===== src/rtl/anti_theft_pkg.sv =====
// Shared definitions for the anti-theft controller.
//
// Holds the controller state encoding and the default timing constants so
// the top level and the timer sub-module agree on them.
//
// Contents:
//   T_*_DEF    default tick counts for arming, grace periods and siren hold
//   CNT_W_DEF  default timer counter width
//   state_e    controller state encoding
//   is_armed() true in any state where the system counts as armed
package anti_theft_pkg;

  localparam int T_ARM_DEF       = 6;
  localparam int T_DRIVER_DEF    = 8;
  localparam int T_PASSENGER_DEF = 15;
  localparam int T_ALARM_DEF     = 10;
  localparam int CNT_W_DEF       = 5;

  // Codes 6 and 7 are unused and treated as illegal by the controller.
  typedef enum logic [2:0] {
    ST_DISARMED   = 3'd0,
    ST_WAIT_CLOSE = 3'd1,
    ST_ARMING     = 3'd2,
    ST_ARMED      = 3'd3,
    ST_TRIGGERED  = 3'd4,
    ST_ALARM      = 3'd5
  } state_e;

  function automatic logic is_armed(input state_e s);
    return (s == ST_ARMED) || (s == ST_TRIGGERED) || (s == ST_ALARM);
  endfunction

endpackage


===== src/rtl/alarm_timer.sv =====
// Load/decrement/expire tick counter used by the anti-theft controller.
//
// A load takes priority over everything, so a tick arriving in the same
// cycle as the load is ignored. After a load of N the counter expires on
// the Nth following tick. The count saturates at zero.
//
// Ports:
//   clock     system clock
//   reset     asynchronous active-high reset, clears the count
//   load      load load_val this cycle
//   load_val  value to load (CNT_W bits, unsigned)
//   tick      one-cycle time-base pulse
//   expired   combinational, high on the cycle where count is 1 and tick is 1
module alarm_timer #(
  parameter int CNT_W = 5
) (
  input  logic             clock,
  input  logic             reset,
  input  logic             load,
  input  logic [CNT_W-1:0] load_val,
  input  logic             tick,
  output logic             expired
);

  logic [CNT_W-1:0] count_q;
  logic [CNT_W-1:0] count_d;

  // Next count: load wins, otherwise count down on tick without going below 0.
  always_comb begin
    count_d = count_q;
    if (load) begin
      count_d = load_val;
    end else if (tick && (count_q != '0)) begin
      count_d = count_q - 1'b1;
    end
  end

  // Count register.
  always_ff @(posedge clock or posedge reset) begin
    if (reset) begin
      count_q <= '0;
    end else begin
      count_q <= count_d;
    end
  end

  // Expiry is left ungated by load: the controller decides whether a
  // concurrent reload overrides it, which avoids a combinational loop.
  assign expired = tick && (count_q == CNT_W'(1));

endmodule


===== src/rtl/anti_theft_controller.sv =====
// Vehicle anti-theft controller.
//
// Arms itself a fixed number of ticks after the driver leaves and shuts the
// door, raises the alarm if a door is opened and not answered by the
// ignition within a grace period, and holds the siren until the doors have
// been closed for a while. Ignition always disarms.
//
// Ports:
//   clock        system clock
//   reset        asynchronous active-high reset
//   tick         one-cycle 1 Hz time-base pulse
//   ignition     key on
//   door_driver  driver door open
//   door_pass    passenger door open
//   siren        alarm siren drive
//   status_led   blinks in ARMED, solid in TRIGGERED/ALARM
//   armed        high in ARMED, TRIGGERED and ALARM
//   fuel_en      fuel pump permission, high only in DISARMED
module anti_theft_controller
  import anti_theft_pkg::*;
#(
  parameter int T_ARM       = T_ARM_DEF,
  parameter int T_DRIVER    = T_DRIVER_DEF,
  parameter int T_PASSENGER = T_PASSENGER_DEF,
  parameter int T_ALARM     = T_ALARM_DEF,
  parameter int CNT_W       = CNT_W_DEF
) (
  input  logic clock,
  input  logic reset,
  input  logic tick,
  input  logic ignition,
  input  logic door_driver,
  input  logic door_pass,
  output logic siren,
  output logic status_led,
  output logic armed,
  output logic fuel_en
);

  state_e           state_q;
  state_e           state_d;
  logic             blink_q;
  logic             blink_d;
  logic             siren_q;
  logic             siren_d;
  logic             led_q;
  logic             led_d;
  logic             armed_q;
  logic             armed_d;
  logic             fuel_en_q;
  logic             fuel_en_d;

  logic             timer_load;
  logic [CNT_W-1:0] timer_load_val;
  logic             timer_expired;
  logic             any_door;

  assign any_door = door_driver || door_pass;

  alarm_timer #(
    .CNT_W(CNT_W)
  ) u_alarm_timer (
    .clock   (clock),
    .reset   (reset),
    .load    (timer_load),
    .load_val(timer_load_val),
    .tick    (timer_tick_unused_guard(tick)),
    .expired (timer_expired)
  );

  function automatic logic timer_tick_unused_guard(input logic t);
    return t;
  endfunction

  // Next-state logic. Every transition into a timed state loads the timer
  // on the same cycle, so the new state starts with a full count.
  always_comb begin
    state_d        = state_q;
    timer_load     = 1'b0;
    timer_load_val = '0;
    if (ignition) begin
      state_d = ST_DISARMED;
    end else begin
      case (state_q)
        ST_DISARMED: begin
          if (door_driver) state_d = ST_WAIT_CLOSE;
        end
        ST_WAIT_CLOSE: begin
          if (!door_driver) begin
            state_d        = ST_ARMING;
            timer_load     = 1'b1;
            timer_load_val = CNT_W'(T_ARM);
          end
        end
        ST_ARMING: begin
          if (any_door) begin
            state_d = ST_WAIT_CLOSE;
          end else if (timer_expired) begin
            state_d = ST_ARMED;
          end
        end
        ST_ARMED: begin
          // The driver door gets the shorter grace period when both open.
          if (door_driver) begin
            state_d        = ST_TRIGGERED;
            timer_load     = 1'b1;
            timer_load_val = CNT_W'(T_DRIVER);
          end else if (door_pass) begin
            state_d        = ST_TRIGGERED;
            timer_load     = 1'b1;
            timer_load_val = CNT_W'(T_PASSENGER);
          end
        end
        ST_TRIGGERED: begin
          if (timer_expired) begin
            state_d        = ST_ALARM;
            timer_load     = 1'b1;
            timer_load_val = CNT_W'(T_ALARM);
          end
        end
        ST_ALARM: begin
          // An open door keeps restarting the hold time, so expiry only
          // counts once every door has stayed shut for the full period.
          if (any_door) begin
            timer_load     = 1'b1;
            timer_load_val = CNT_W'(T_ALARM);
          end else if (timer_expired) begin
            state_d = ST_ARMED;
          end
        end
        default: begin
          state_d = ST_DISARMED;
        end
      endcase
    end
  end

  // Output decode from the next state so the registered outputs line up
  // with the registered state. The blink bit starts at 0 on entry to ARMED
  // and flips on each tick spent in ARMED.
  always_comb begin
    blink_d   = (state_d == ST_ARMED) &&
                (blink_q ^ (tick && (state_q == ST_ARMED)));
    siren_d   = (state_d == ST_ALARM);
    led_d     = (state_d == ST_ARMED) ? blink_d :
                ((state_d == ST_TRIGGERED) || (state_d == ST_ALARM));
    armed_d   = is_armed(state_d);
    fuel_en_d = (state_d == ST_DISARMED);
  end

  // State and registered outputs; reset puts the outputs straight into
  // their DISARMED values so the siren drops immediately.
  always_ff @(posedge clock or posedge reset) begin
    if (reset) begin
      state_q   <= ST_DISARMED;
      blink_q   <= 1'b0;
      siren_q   <= 1'b0;
      led_q     <= 1'b0;
      armed_q   <= 1'b0;
      fuel_en_q <= 1'b1;
    end else begin
      state_q   <= state_d;
      blink_q   <= blink_d;
      siren_q   <= siren_d;
      led_q     <= led_d;
      armed_q   <= armed_d;
      fuel_en_q <= fuel_en_d;
    end
  end

  assign siren      = siren_q;
  assign status_led = led_q;
  assign armed      = armed_q;
  assign fuel_en    = fuel_en_q;

endmodule


===== config.mk =====
export PLATFORM = sky130hd
export DESIGN_NAME = anti_theft_controller
export DESIGN_NICKNAME = d
export VERILOG_FILES = /design/src/rtl/anti_theft_pkg.sv /design/src/rtl/alarm_timer.sv /design/src/rtl/anti_theft_controller.sv
export SDC_FILE = /design/constraint.sdc
export NUM_CORES = 1
export LEC_CHECK = 0
export CORE_MARGIN = 2
export CORE_UTILIZATION = 61
export CTS_BUF_LIST = sky130_fd_sc_hd__clkbuf_4
export CTS_CLUSTER_DIAMETER = 120
export DETAILED_ROUTE_END_ITERATION = 10
export PLACE_DENSITY_LB_ADDON = 0.3
export SYNTH_ARGS = -nofsm -noshare
export SYNTH_HDL_FRONTEND = slang
export SYNTH_SLANG_ARGS = --single-unit
export TNS_END_PERCENT = 100

===== constraint.sdc =====
create_clock -name clock -period 2.3 [get_ports clock]
set_input_delay 0.46 -clock clock [delete_from_list [all_inputs] [get_ports clock]]
set_output_delay 0.46 -clock clock [all_outputs]
set_load 0.05 [all_outputs]

==> impl_metrics.toml <==
[status]
status = "finished, final reports clean"

[yosys]
synth_top_area_share_pct = 34.5
ys_types = 43
synth-seq-cells = 13
syn_area_um2 = 870
yosysTopAreaCell = "dfrtp_1"
synth_warnings = 0
syn-mean-instance-area_um2 = 10.1
synthCells = 86
synthTopCellsByArea = "dfrtp_1 (35%), ha_1 (4.3%), inv_1 (3.9%)"
synth_nets = 95
ys_seq_area_share_pct = 37.6

[timing]
hold_violations = 0
tightest_slew_ps = 569
finClkSkew_ps = 11.0
slew_headroom_pct = 61.5
fmax_mhz = 489
rsz0062_at_grt = "no"
finalSetupTns_ps = 0
period_needed_ps = 2040
fin_crit_sh_pct = 88.9
finalSetupViolations = 0
drv_slew = 0

[floorplan]
core.rowCount = 13
ioPinCount = 10
initial_utilization_pct = 66.0
die_x_um = 41.8
core_area_um2 = 1320
dieArea_um2 = 1740
die_h_um = 41.8

[critical_path]
rrSetupSlack_ps = 610
critical_path.top_delay_family = "buffers and inverters"
worst-setup-path-type = "reg2out"
crit_arrival_ps = 1580
worstPathBufferInverterCount = 1
regToRegStartpoint = "u_alarm_timer.count_q[0]$_DFFE_PP0P_"
cpMaxStageDelayCell = "clkdlybuf4s50_1"
path_max_fanout = 1
endpoint_kind = "output port"
slowest_delay_ps = 790
required_ps = 1840
r2r_cells = 6
crit_chain = "clkdlybuf4s50_1"
startpoint_type = "register"
r2r-end = "u_alarm_timer.count_q[1]$_DFFE_PP0P_"

[cts]
ctsHoldBuffers = 0
cts.repair.resized = 0
clock_path_buffers = 2
clk_latency_ps = 290
post_cts_buffers = 0
path_clk_slew_ps = 90
clock_sinks = 13
cts_tree = "done"
ctsRootBufferMaster = "clkbuf_4"
cts-htree-levels = 1
cts_inserted_buffers = 3

[route]
drt_wl_total_um = 1720
first_pass_iters = 4
vias = 709
ant_nets = 0
viasPerCell = 6.33
drt-initial-drc-count = 16
drcViolationCount = 0
wl_per_cell_um = 15.3

[final_layout]
final.fill_count = 97
final_cell_mix = "dfrtp_1 (12), inv_1 (9), clkdlybuf4s50_1 (9)"
final_common_cell = "dfrtp_1"
syn2layout_area_growth_pct = 14.5
nets = 107
postLayoutCellArea_um2 = 996
drive_gt1_share_pct = 14.4
diodes = 0

[global_route]
gr-usage-all-layers_pct = 22.5
grt_max_degree = 14
grt_first_pass_wirelength_um = 2970
grt_pass1_vias = 656
antenna_found_initial = 0
overflow = 0

[flow_run]
maxCapViolations = 0

[power]
vdd_drop_max_v = 0.000555
powerDensity_nw_per_um2 = 776
p_leak_nw = 0.437

[placed_design]
gp_congestion = 0.894
portBuffers = 9
placed_cell_area_um2 = 968
place_hpwl_um = 1290

[hold_path]
hp-class = "in2async"
[state kept, by name (all words and copies together) (netlist names)]
name / cells
armed: 1
u_alarm_timer.count_q: 5
state_q: 3
blink_q: 1
siren: 1
status_led: 1
fuel_en: 1
[logic make-up after synthesis]
family                     after synthesis  share of synthesized area [%]
and+or+nand+nor                         31                           25.0
AOI/OAI and AO/OA                       21                           20.7
DFF                                     13                           37.6
buffers and inverters                   11                           5.04
xor gates and xnor gates                 5                           5.04
adders and majority gates                3                           4.32
muxes                                    2                           2.30
[metal layers]
| layer | track usage [%] | vias up | part of all wire, % |
|---|---|---|---|
| li1 | - | 341 | - |
| met1 | 29.0 | 339 | 43 |
| met2 | 35.6 | 24 | 50 |
| met3 | 3.04 | 5 | 4.8 |
| met4 | 13.5 | 0 | 2.1 |
| met5 | 0 | - | 0 |
[worst register-to-register path, stage by stage (launching register included)]
cell and delay (ps):
dfrtp_1 410, inv_1 120, ha_1 170, inv_1 40, o41ai_1 470, mux2i_1 250, o32a_1 170
[per-stage QoR]
step | power [mW] | hold WS (ps) | setup WS (ps) | instances | utilization [%]
floorplan | 0.553 | 336 | 773 | 86 | -
global placement | 0.620 | 613 | 212 | 108 | 73.5
detailed placement | 0.627 | 592 | 163 | 108 | 73.5
CTS | 0.776 | 500 | 247 | 112 | 75.6
global route | 0.825 | 549 | 235 | 112 | 75.6
finish | 0.773 | 480 | 255 | 112 | 75.6
[worst max-delay path by stage]
stage,cells after the start,end,from,slack [ps]
after floorplan,6,u_alarm_timer.count_q[1]$_DFFE_PP0P_,u_alarm_timer.count_q[0]$_DFFE_PP0P_,770
after global placement,5,status_led$_DFF_PP0_,tick,210
after detailed placement,5,status_led$_DFF_PP0_,tick,160
after CTS,1,fuel_en,fuel_en$_DFF_PP1_,250
after global routing,1,fuel_en,fuel_en$_DFF_PP1_,240
final,1,fuel_en,fuel_en$_DFF_PP1_,260
[report_power, final]
| group | total [mW] | internal, mW | switching (mW) |
|---|---|---|---|
| sequential | 0.347 | 0.278 | 0.0682 |
| clock | 0.147 | 0.0647 | 0.0827 |
| combinational | 0.279 | 0.132 | 0.146 |
[synth_stat cells, drive strengths merged]
master / n
dfrtp: 12
inv: 9
nor2: 4
o21ai: 4
ha: 3
nand2: 3
nor2b: 3
nor3: 3
nor4: 3
xnor2: 3
a21oi: 2
and2: 2
and3b: 2
buf: 2
mux2i: 2
nand4: 2
nor4b: 2
o32a: 2
xor2: 2
a211oi: 1
a21boi: 1
a221oi: 1
a22oi: 1
a311o: 1
a41oi: 1
and2b: 1
dfstp: 1
nand2b: 1
nand3: 1
nand3b: 1
nor3b: 1
o211a: 1
o211ai: 1
o21a: 1
o21bai: 1
o22ai: 1
o31ai: 1
o41ai: 1
or2: 1
or4: 1
[final cells by class]
| class | instances | area, um^2 | share of cell area (%) |
|---|---|---|---|
| Inverter | 9 | 33.8 | 3.39 |
| Multi-Input combinational cell | 62 | 499 | 50.1 |
| Tap cell | 15 | 18.8 | 1.88 |
| Clock inverter | 1 | 5.00 | 0.503 |
| Clock buffer | 3 | 22.5 | 2.26 |
| Sequential cell | 13 | 327 | 32.8 |
| Timing Repair Buffer | 9 | 90.1 | 9.05 |
(Power assumes the default switching activity.)
